File: config.mk
export PLATFORM = sky130hd
export DESIGN_NAME = rcswitch_match
export DESIGN_NICKNAME = d
export VERILOG_FILES = /design/src/rtl/rcswitch_pkg.sv /design/src/rtl/rcswitch_match.sv
export SDC_FILE = /design/constraint.sdc
export NUM_CORES = 1
export LEC_CHECK = 0
export BUFFER_PORTS_ARGS = -buffer_cell sky130_fd_sc_hd__buf_2
export CORE_MARGIN = 1.5
export CORE_UTILIZATION = 50
export DETAILED_ROUTE_END_ITERATION = 12
export GPL_TIMING_DRIVEN = 0
export PLACE_DENSITY = 0.93
export REMOVE_ABC_BUFFERS = 1
export SLEW_MARGIN = 25
export SYNTH_ARGS = -nofsm -noshare
export SYNTH_HDL_FRONTEND = slang
export SYNTH_SLANG_ARGS = --single-unit
File: constraint.sdc
create_clock -name clk -period 6.6 [get_ports clk]
set_input_delay 0.33 -clock clk [delete_from_list [all_inputs] [get_ports clk]]
set_output_delay 0.33 -clock clk [all_outputs]
set_load 0.1 [all_outputs]
File: src/rtl/rcswitch_pkg.sv
// Shared field widths, status codes and state encodings for the
// rcswitch receive/match pair.
package rcswitch_pkg;

   localparam int ADDR_W = 40;
   localparam int CHAN_W = 40;
   localparam int STAT_W = 16;

   localparam logic [STAT_W-1:0] STAT_ON  = 16'h8E88;
   localparam logic [STAT_W-1:0] STAT_OFF = 16'h888E;

   typedef enum logic [1:0] {
      ST_IDLE   = 2'd0,
      ST_ACCUM  = 2'd1,
      ST_LOCKED = 2'd2
   } state_e;

   function automatic logic stat_valid(input logic [STAT_W-1:0] s);
      return (s == STAT_ON) || (s == STAT_OFF);
   endfunction

endpackage

File: src/rtl/rcswitch_match.sv
// Qualifies decoded frames for one device and commits ON/OFF after
// REPEAT identical frames inside the timeout window.
module rcswitch_match
   import rcswitch_pkg::*;
#(
   parameter logic [ADDR_W-1:0] ADDR    = 40'h8888888888,
   parameter logic [CHAN_W-1:0] CHAN    = 40'h888E8E8E8E,
   parameter int unsigned       REPEAT  = 2,
   parameter int unsigned       TIMEOUT = 100000
) (
   input  logic              clk,
   input  logic              rst,
   input  logic              ready,
   input  logic [ADDR_W-1:0] addr,
   input  logic [CHAN_W-1:0] chan,
   input  logic [STAT_W-1:0] stat,
   output logic              sw,
   output logic              upd,
   output logic              rej,
   output logic [3:0]        cnt
);

   localparam int TW = $clog2(TIMEOUT + 1);
   localparam logic [TW-1:0] T_LAST = TW'(TIMEOUT - 1);
   localparam logic [TW-1:0] T_MAX  = TW'(TIMEOUT);
   localparam logic [3:0]    RPT    = 4'(REPEAT);

   state_e              state_q, state_d;
   logic                ready_q;
   logic [STAT_W-1:0]   last_q, last_d;
   logic [TW-1:0]       timer_q, timer_d;
   logic [3:0]          cnt_q, cnt_d;
   logic                sw_q, sw_d;
   logic                upd_q, upd_d;
   logic                rej_q, rej_d;
   logic                ev;
   logic                hit;
   logic                commit;

   assign ev  = ready & ~ready_q;
   assign hit = ev && (addr == ADDR) && (chan == CHAN);

   always_comb begin
      state_d = state_q;
      last_d  = last_q;
      timer_d = timer_q;
      cnt_d   = cnt_q;
      sw_d    = sw_q;
      upd_d   = 1'b0;
      rej_d   = 1'b0;
      commit  = 1'b0;

      if (hit && !stat_valid(stat)) begin
         rej_d   = 1'b1;
         state_d = ST_IDLE;
         cnt_d   = 4'd0;
         timer_d = '0;
      end else if (hit) begin
         timer_d = '0;
         if (state_q != ST_IDLE && stat == last_q) begin
            // Repeats while LOCKED only refresh the window.
            if (state_q == ST_ACCUM) begin
               cnt_d  = cnt_q + 4'd1;
               commit = (cnt_d == RPT);
            end
         end else begin
            last_d  = stat;
            cnt_d   = 4'd1;
            state_d = ST_ACCUM;
            commit  = (RPT == 4'd1);
         end
      end else if (state_q != ST_IDLE) begin
         if (timer_q == T_LAST) begin
            state_d = ST_IDLE;
            cnt_d   = 4'd0;
            timer_d = '0;
         end else if (timer_q != T_MAX) begin
            timer_d = timer_q + 1'b1;
         end
      end

      if (commit) begin
         state_d = ST_LOCKED;
         sw_d    = (last_d == STAT_ON);
         upd_d   = 1'b1;
      end
   end

   always_ff @(posedge clk or negedge rst) begin
      if (!rst) begin
         state_q <= ST_IDLE;
         ready_q <= 1'b0;
         last_q  <= '0;
         timer_q <= '0;
         cnt_q   <= 4'd0;
         sw_q    <= 1'b0;
         upd_q   <= 1'b0;
         rej_q   <= 1'b0;
      end else begin
         state_q <= state_d;
         ready_q <= ready;
         last_q  <= last_d;
         timer_q <= timer_d;
         cnt_q   <= cnt_d;
         sw_q    <= sw_d;
         upd_q   <= upd_d;
         rej_q   <= rej_d;
      end
   end

   assign sw  = sw_q;
   assign upd = upd_q;
   assign rej = rej_q;
   assign cnt = cnt_q;

endmodule

== After elaboration in Yosys (flattened, before gate mapping) ==
Index checks and enable logic that the tools add are counted.

* Reductions and logical operators: 15
* Magnitude comparators: 0
* Div/mod/pow operators: 0
* Muxes and demuxes: 26
* Shift operators: 0
* $add $sub $neg: 2
* Multiply operators: 0
* Bitwise logic cells: 2
* Equality and inequality tests: 12

{| class="wikitable"
|+ Operators with widths
! cell !! number
|-
| 17-bit 2-to-1 mux || 5
|-
| 40-bit == test (second input constant) || 2
|-
| 16-bit == test (second input constant) || 3
|-
| 16-bit 2-to-1 mux || 3
|-
| 4-bit 2-to-1 mux || 6
|-
| 17-bit by 1-bit adder with 17-bit output (second input constant) || 1
|-
| 17-bit == test (second input constant) || 1
|-
| 17-bit != test (second input constant) || 1
|-
| 16-bit == test || 1
|-
| 2-bit 2-to-1 mux || 6
|-
| 4-bit nonzero test || 3
|-
| 1-bit 2-to-1 mux || 6
|-
| 3-bit AND reduction || 2
|-
| 3-bit nonzero test || 2
|-
| 4-bit by 1-bit adder with 4-bit output (second input constant) || 1
|-
| 4-bit by 2-bit == test with 1-bit output (second input constant) || 1
|-
| 1-bit logical AND || 4
|-
| 4-bit by 3-bit != test with 1-bit output (second input constant) || 1
|-
| 4-bit != test (second input constant) || 1
|-
| 2-bit by 1-bit == test with 1-bit output (second input constant) || 1
|-
| 2-bit AND reduction || 1
|-
| 2-bit nonzero test || 1
|-
| 1-bit bitwise AND || 1
|-
| 1-bit zero test || 1
|-
| 2 further kinds || 2
|}

* Output and inout port bits: 7
* Bits of input ports: 99
* Memories: 0
* Bits in latches: 0
* Memory bits (writable): 0
* Memory bits (read-only): 0
* Register bits after elaboration: 43

== Logic depth before layout (Yosys ltp) ==
* Word-level depth: 8
* Gate-level depth with buffers: 9
* Depth with buffers taken out: 8

== Least setup slack after synthesis ==
Ideal clock, no wire load.

* Kind: flip-flop to flip-flop
* Start: register cnt_q[0], in the netlist cnt[0]
* End: register sw_q, in the netlist sw
* Clock period less this slack: 2350 ps
* Stages on the path, launching flop included: 7
* Path buffers: 0
* Arrival: 2222 ps
* Setup slack: 4250 ps
* Cell sequence: dfrtp_1 -> ha_1 -> nor3_1 -> and3_1 -> a21oi_1 -> nor4_4 -> mux2_1

* Word-level cells in the longest chain between the ends: 6

{| class="wikitable"
|+ RTL lines
! element !! line !! text
|-
| from (decl) || rcswitch_match.sv:32 || <nowiki>logic [3:0] cnt_q, cnt_d;</nowiki>
|-
| from (signal assigned) || rcswitch_match.sv:104 || <nowiki>cnt_q <= cnt_d;</nowiki>
|-
| 4-bit by 1-bit adder with 4-bit output || rcswitch_match.sv:63 || <nowiki>cnt_d = cnt_q + 4'd1;</nowiki>
|-
| 4-bit by 2-bit == test with 1-bit output || rcswitch_match.sv:64 || <nowiki>commit = (cnt_d == RPT);</nowiki>
|-
| 1-bit 2-to-1 mux || rcswitch_match.sv:62 || <nowiki>if (state_q == ST_ACCUM) begin</nowiki>
|-
| 1-bit 2-to-1 mux || rcswitch_match.sv:60 || <nowiki>if (state_q != ST_IDLE && stat == last_q) begin</nowiki>
|-
| 1-bit 2-to-1 mux || rcswitch_match.sv:58 || <nowiki>end else if (hit) begin</nowiki>
|-
| 1-bit 2-to-1 mux || rcswitch_match.sv:53 || <nowiki>if (hit && !stat_valid(stat)) begin</nowiki>
|-
| to (signal assigned) || rcswitch_match.sv:105 || <nowiki>sw_q <= sw_d;</nowiki>
|-
| to (decl) || rcswitch_match.sv:33 || <nowiki>logic sw_q, sw_d;</nowiki>
|}

No other way between the ends.
A chain may end at the register's enable or synchronous reset.

== Worst setup path in the final report ==
* Start: register ready_q
* End: register last_q[9]

* Word-level cells in the longest chain between the ends: 6
* Elaborated cells between the ends (all ways): 7
* Classes of those cells: mux (2); bitwise (2); reduce/logical (3)

{| class="wikitable"
|+ RTL lines
! element !! line !! text
|-
| from (decl) || rcswitch_match.sv:29 || <nowiki>logic ready_q;</nowiki>
|-
| from (signal assigned) || rcswitch_match.sv:101 || <nowiki>ready_q <= ready;</nowiki>
|-
| 1-bit inverter * || rcswitch_match.sv:40 || <nowiki>assign ev = ready & ~ready_q;</nowiki>
|-
| 1-bit bitwise AND * || rcswitch_match.sv:40 ||
|-
| 1-bit logical AND * (2 in a row) || rcswitch_match.sv:41 || <nowiki>assign hit = ev && (addr == ADDR) && (chan == CHAN);</nowiki>
|-
| 16-bit 2-to-1 mux or 1-bit logical AND (tied branches) || rcswitch_match.sv:58, rcswitch_match.sv:53 ||
|-
| 16-bit 2-to-1 mux * || rcswitch_match.sv:53 ||
|-
| via last_d[9] || rcswitch_match.sv:30 || <nowiki>logic [STAT_W-1:0] last_q, last_d;</nowiki>
|-
| to (signal assigned) || rcswitch_match.sv:102 || <nowiki>last_q <= last_d;</nowiki>
|-
| to (decl) || rcswitch_match.sv:30 ||
|}

The timed path passes the listed nets; every way through them passes the cells marked *.

==> flow_summary.ini <==
[outcome]
outcome = complete, no violations

[global_route]
grt_overflow = 0
maximum_number_of_pins_on_one_net_before_global_route_repair = 44
grt_antenna_before_repair = 0
grt_pass1_vias = 2308
grt_pass1_wl_um = 10300
gr-usage-all-layers = 0.242

[floorplan]
chipHeight_um = 74.5
placementRows = 25
fp.dieW_um = 74.5
floorplan.io_pins = 106
core-area_um2 = 4820
design.die.area_um2 = 5540
initial_core_utilization = 0.530

[synth]
synth_seq_cells = 43
synth_simple_gate_area_frac = 0.339
synth.mux.area_fraction = 0.0221
synth_ff_type = dfrtp_1
post_synth_fa_ha_maj_area_fraction = 0.0196
post_synth_xor_area_fraction = 0.0858
synth-warning-count = 0
synth-seq-area-share = 0.422
main_combinational_cell_family_by_area_after_synthesis = simple AND/OR/NAND/NOR gates
share_of_flip_flops_with_an_asynchronous_set_or_reset_after_synthesis = 1.00
post_synth.cell_area_avg_um2 = 9.56
synth.distinct_cells = 50
syn-cell-area_um2 = 2550
syn-instance-count = 267
synth-compound-area-share = 0.0848
synth-edff-count = 0

[clock_network]
numCtsBuffers = 5
path_clk_slew_ns = 0.08
clkSinkCount = 43
post_cts_hold_buffer_count = 0
clock_tree.htree_level_count = 2
post_cts_resize_count = 0
clock_path_buffers = 2
worst_skew_pair.late_latency_ns = 0.30
cts_tree = done
clk_tree_root_cell = clkbuf_8
postCtsSetupBuffers = 0

[setup_path]
worst-r2r-setup-slack_ns = 3.37
worst_path_largest_cell_delay_ns = 0.71
cp_slowest_cell = nor2_1
reg2reg_depth = 6
critical_path.reg2reg.startpoint = ready_q
cp_cell_sequence = and4bb_2, nand4_1, or4_4, nor2_1, and3_1, mux2_2
cp_data_arrival_time_ns = 3.41
crit-reg2reg-capture = last_q[9]
critical_path.startpoint_type = register
path_max_fanout = 17
worst_ep_required_time_ns = 6.78
timing_worst_setup_path_type = register to register
cp-end-kind = register

[power_and_ir_drop]
power.static_leakage_nw = 1.54
ir_worst_vdd_mv = 0.150
cellPowerDensity_nw_per_um2 = 148

[timing]
setup_viol = 0
fin_hold_ws_ns = 0.00228
timing.max_slew.rel_slack = 0.402
final_critical_path_setup_slack_ns = 3.37
grt_setup_unrepaired = false
finalCritPeriodShare = 0.489
actual_transition_at_the_worst_max_transition_pin_ns = 0.893
final_max_slew_viol_count = 0
max_freq_mhz = 310
skew_ns = 0.00777
timing_hold_violations_final = 0
period_minus_slack_ns = 3.23
final.setup.tns_ns = 0

[placement]
place.detailed.hpwl_um = 5090
dpl_worst_slack_ns = 3.21
placement.io_buffers = 105
placedCellCount = 431
gp_congestion = 0.884

[worst_hold_path]
timing.hold.worst.class = input port to async pin

[cells_and_area]
layout.nets = 474
share_of_layout_cells_above_drive_strength_1 = 0.341
area.growth.synth_to_final_pct = 25.7
utilization = 0.666
insertedDiodeCount = 0
finalNonFillerCells = 439

[route]
drc = 0
detail-route-antenna-nets = 0
drt_wl_total_um = 6490
viasPerCell = 5.65
drt-initial-drc-count = 125
route.vias.total = 2482
routed_wire_length_per_instance_um = 14.8
drtPass1Iterations = 4

[run]
maxCapViolations = 0
registers in the layout, summed over array words and instances, names as in the netlist:
signal / flops
timer_q: 17
upd: 1
last_q: 16
rej: 1
ready_q: 1
state_q: 2
cnt: 4
sw: 1
area by class of cell:
class / instances / area, µm²
Clock inverter: 2 / 12.5
Multi-Input combinational cell: 208 / 1410
Fill cell: 376 / 1610
Clock buffer: 6 / 72.6
Sequential cell: 43 / 1080
Inverter: 8 / 30.0
Timing Repair Buffer: 105 / 528
Tap cell: 67 / 83.8
cell families after synthesis:
family,Yosys count
multiplexers,5
flip-flops,43
AO/OA/AOI/OAI,35
buffers and inverters,16
AND/OR/NAND/NOR,139
adder cells (fa/ha/maj),4
XOR/XNOR,25
metrics by stage:
step,total power [mW],area (µm²)
5_1_grt,0.495,3210
6_report,0.475,3210
3_3_place_gp,0.315,3120
3_5_place_dp,0.316,3120
4_1_cts,0.477,3210
2_1_floorplan,0.279,2510
placed cells by master (no fill, tap or decap), types with 2 or more instances in the layout:
| master | count |
|---|---|
| a2111oi_0 | 2 |
| a21o_1 | 2 |
| a21oi_1 | 11 |
| a31oi_1 | 3 |
| and2_1 | 3 |
| and3_1 | 5 |
| and4b_1 | 2 |
| buf_2 | 104 |
| clkbuf_8 | 5 |
| dfrtp_1 | 43 |
| ha_1 | 4 |
| inv_1 | 8 |
| mux2_2 | 4 |
| nand2_1 | 17 |
| nand3_1 | 12 |
| nand4_1 | 14 |
| nand4b_1 | 2 |
| nand4bb_1 | 2 |
| nor2_1 | 22 |
| nor2b_1 | 10 |
| nor3_1 | 9 |
| nor4_1 | 6 |
| nor4b_1 | 9 |
| nor4bb_1 | 6 |
| o21ai_0 | 9 |
| o21bai_1 | 2 |
| or2_2 | 5 |
| or3_1 | 3 |
| or4_1 | 2 |
| xnor2_1 | 10 |
| xor2_1 | 15 |
worst max path at each step:
stage,start,to,slack (ns),cells after the start
2_1_floorplan,chan[33],last_q[10],3.90,6
6_report,ready_q,last_q[9],3.37,6
4_1_cts,ready_q,last_q[9],3.40,6
3_3_place_gp,addr[1],last_q[9],3.29,7
5_1_grt,ready_q,last_q[9],3.23,6
3_5_place_dp,chan[33],last_q[9],3.21,7
layer usage:
layer,routed length [µm],GRT usage,part of all wire,vias up
li1,-,-,-,1184
met1,2500,0.289,0.39,1191
met2,3560,0.445,0.55,98
met3,373,0.0420,0.057,9
met4,59,0.0707,0.0091,0
met5,0,0,0,-
cells in the mapped netlist, drive strengths merged (2+ instances only):
| library cell | count | area share |
|---|---|---|
| nor3 | 9 | 0.018 |
| mux2 | 5 | 0.022 |
| clkbuf | 4 | 0.0059 |
| ha | 4 | 0.020 |
| o21ai | 10 | 0.021 |
| and4b | 2 | 0.0078 |
| nor2 | 22 | 0.032 |
| nor4bb | 6 | 0.024 |
| nand4bb | 2 | 0.0088 |
| a21o | 2 | 0.0059 |
| inv | 8 | 0.012 |
| nand3 | 12 | 0.024 |
| or3 | 3 | 0.0074 |
| o21bai | 2 | 0.0059 |
| dfrtp | 43 | 0.42 |
| nor4 | 8 | 0.028 |
| nor4b | 10 | 0.037 |
| buf | 4 | 0.0098 |
| nand4 | 14 | 0.034 |
| and3 | 5 | 0.012 |
| xnor2 | 10 | 0.034 |
| nor2b | 10 | 0.025 |
| a21oi | 11 | 0.022 |
| nand4b | 2 | 0.0069 |
| a2111oi | 2 | 0.0069 |
| and2 | 3 | 0.0074 |
| xor2 | 15 | 0.051 |
| nand2 | 17 | 0.025 |
| or4 | 3 | 0.010 |
| a31oi | 3 | 0.0074 |
| or2 | 6 | 0.015 |
where the power goes:
group | leakage (nW) | switching [mW] | total (mW) | internal, mW
logic | 0.951 | 0.0198 | 0.0475 | 0.0277
registers | 0.546 | 0.0000515 | 0.264 | 0.263
clock network | 0.0412 | 0.0898 | 0.164 | 0.0740
critical path, delay by kind of cell (launching register included):
family | cells | cell delay, ns
DFF | 1 | 0.36
muxes | 1 | 0.41
and+or+nand+nor | 5 | 2.34
Note: power is estimated with default switching activity, not from simulation.
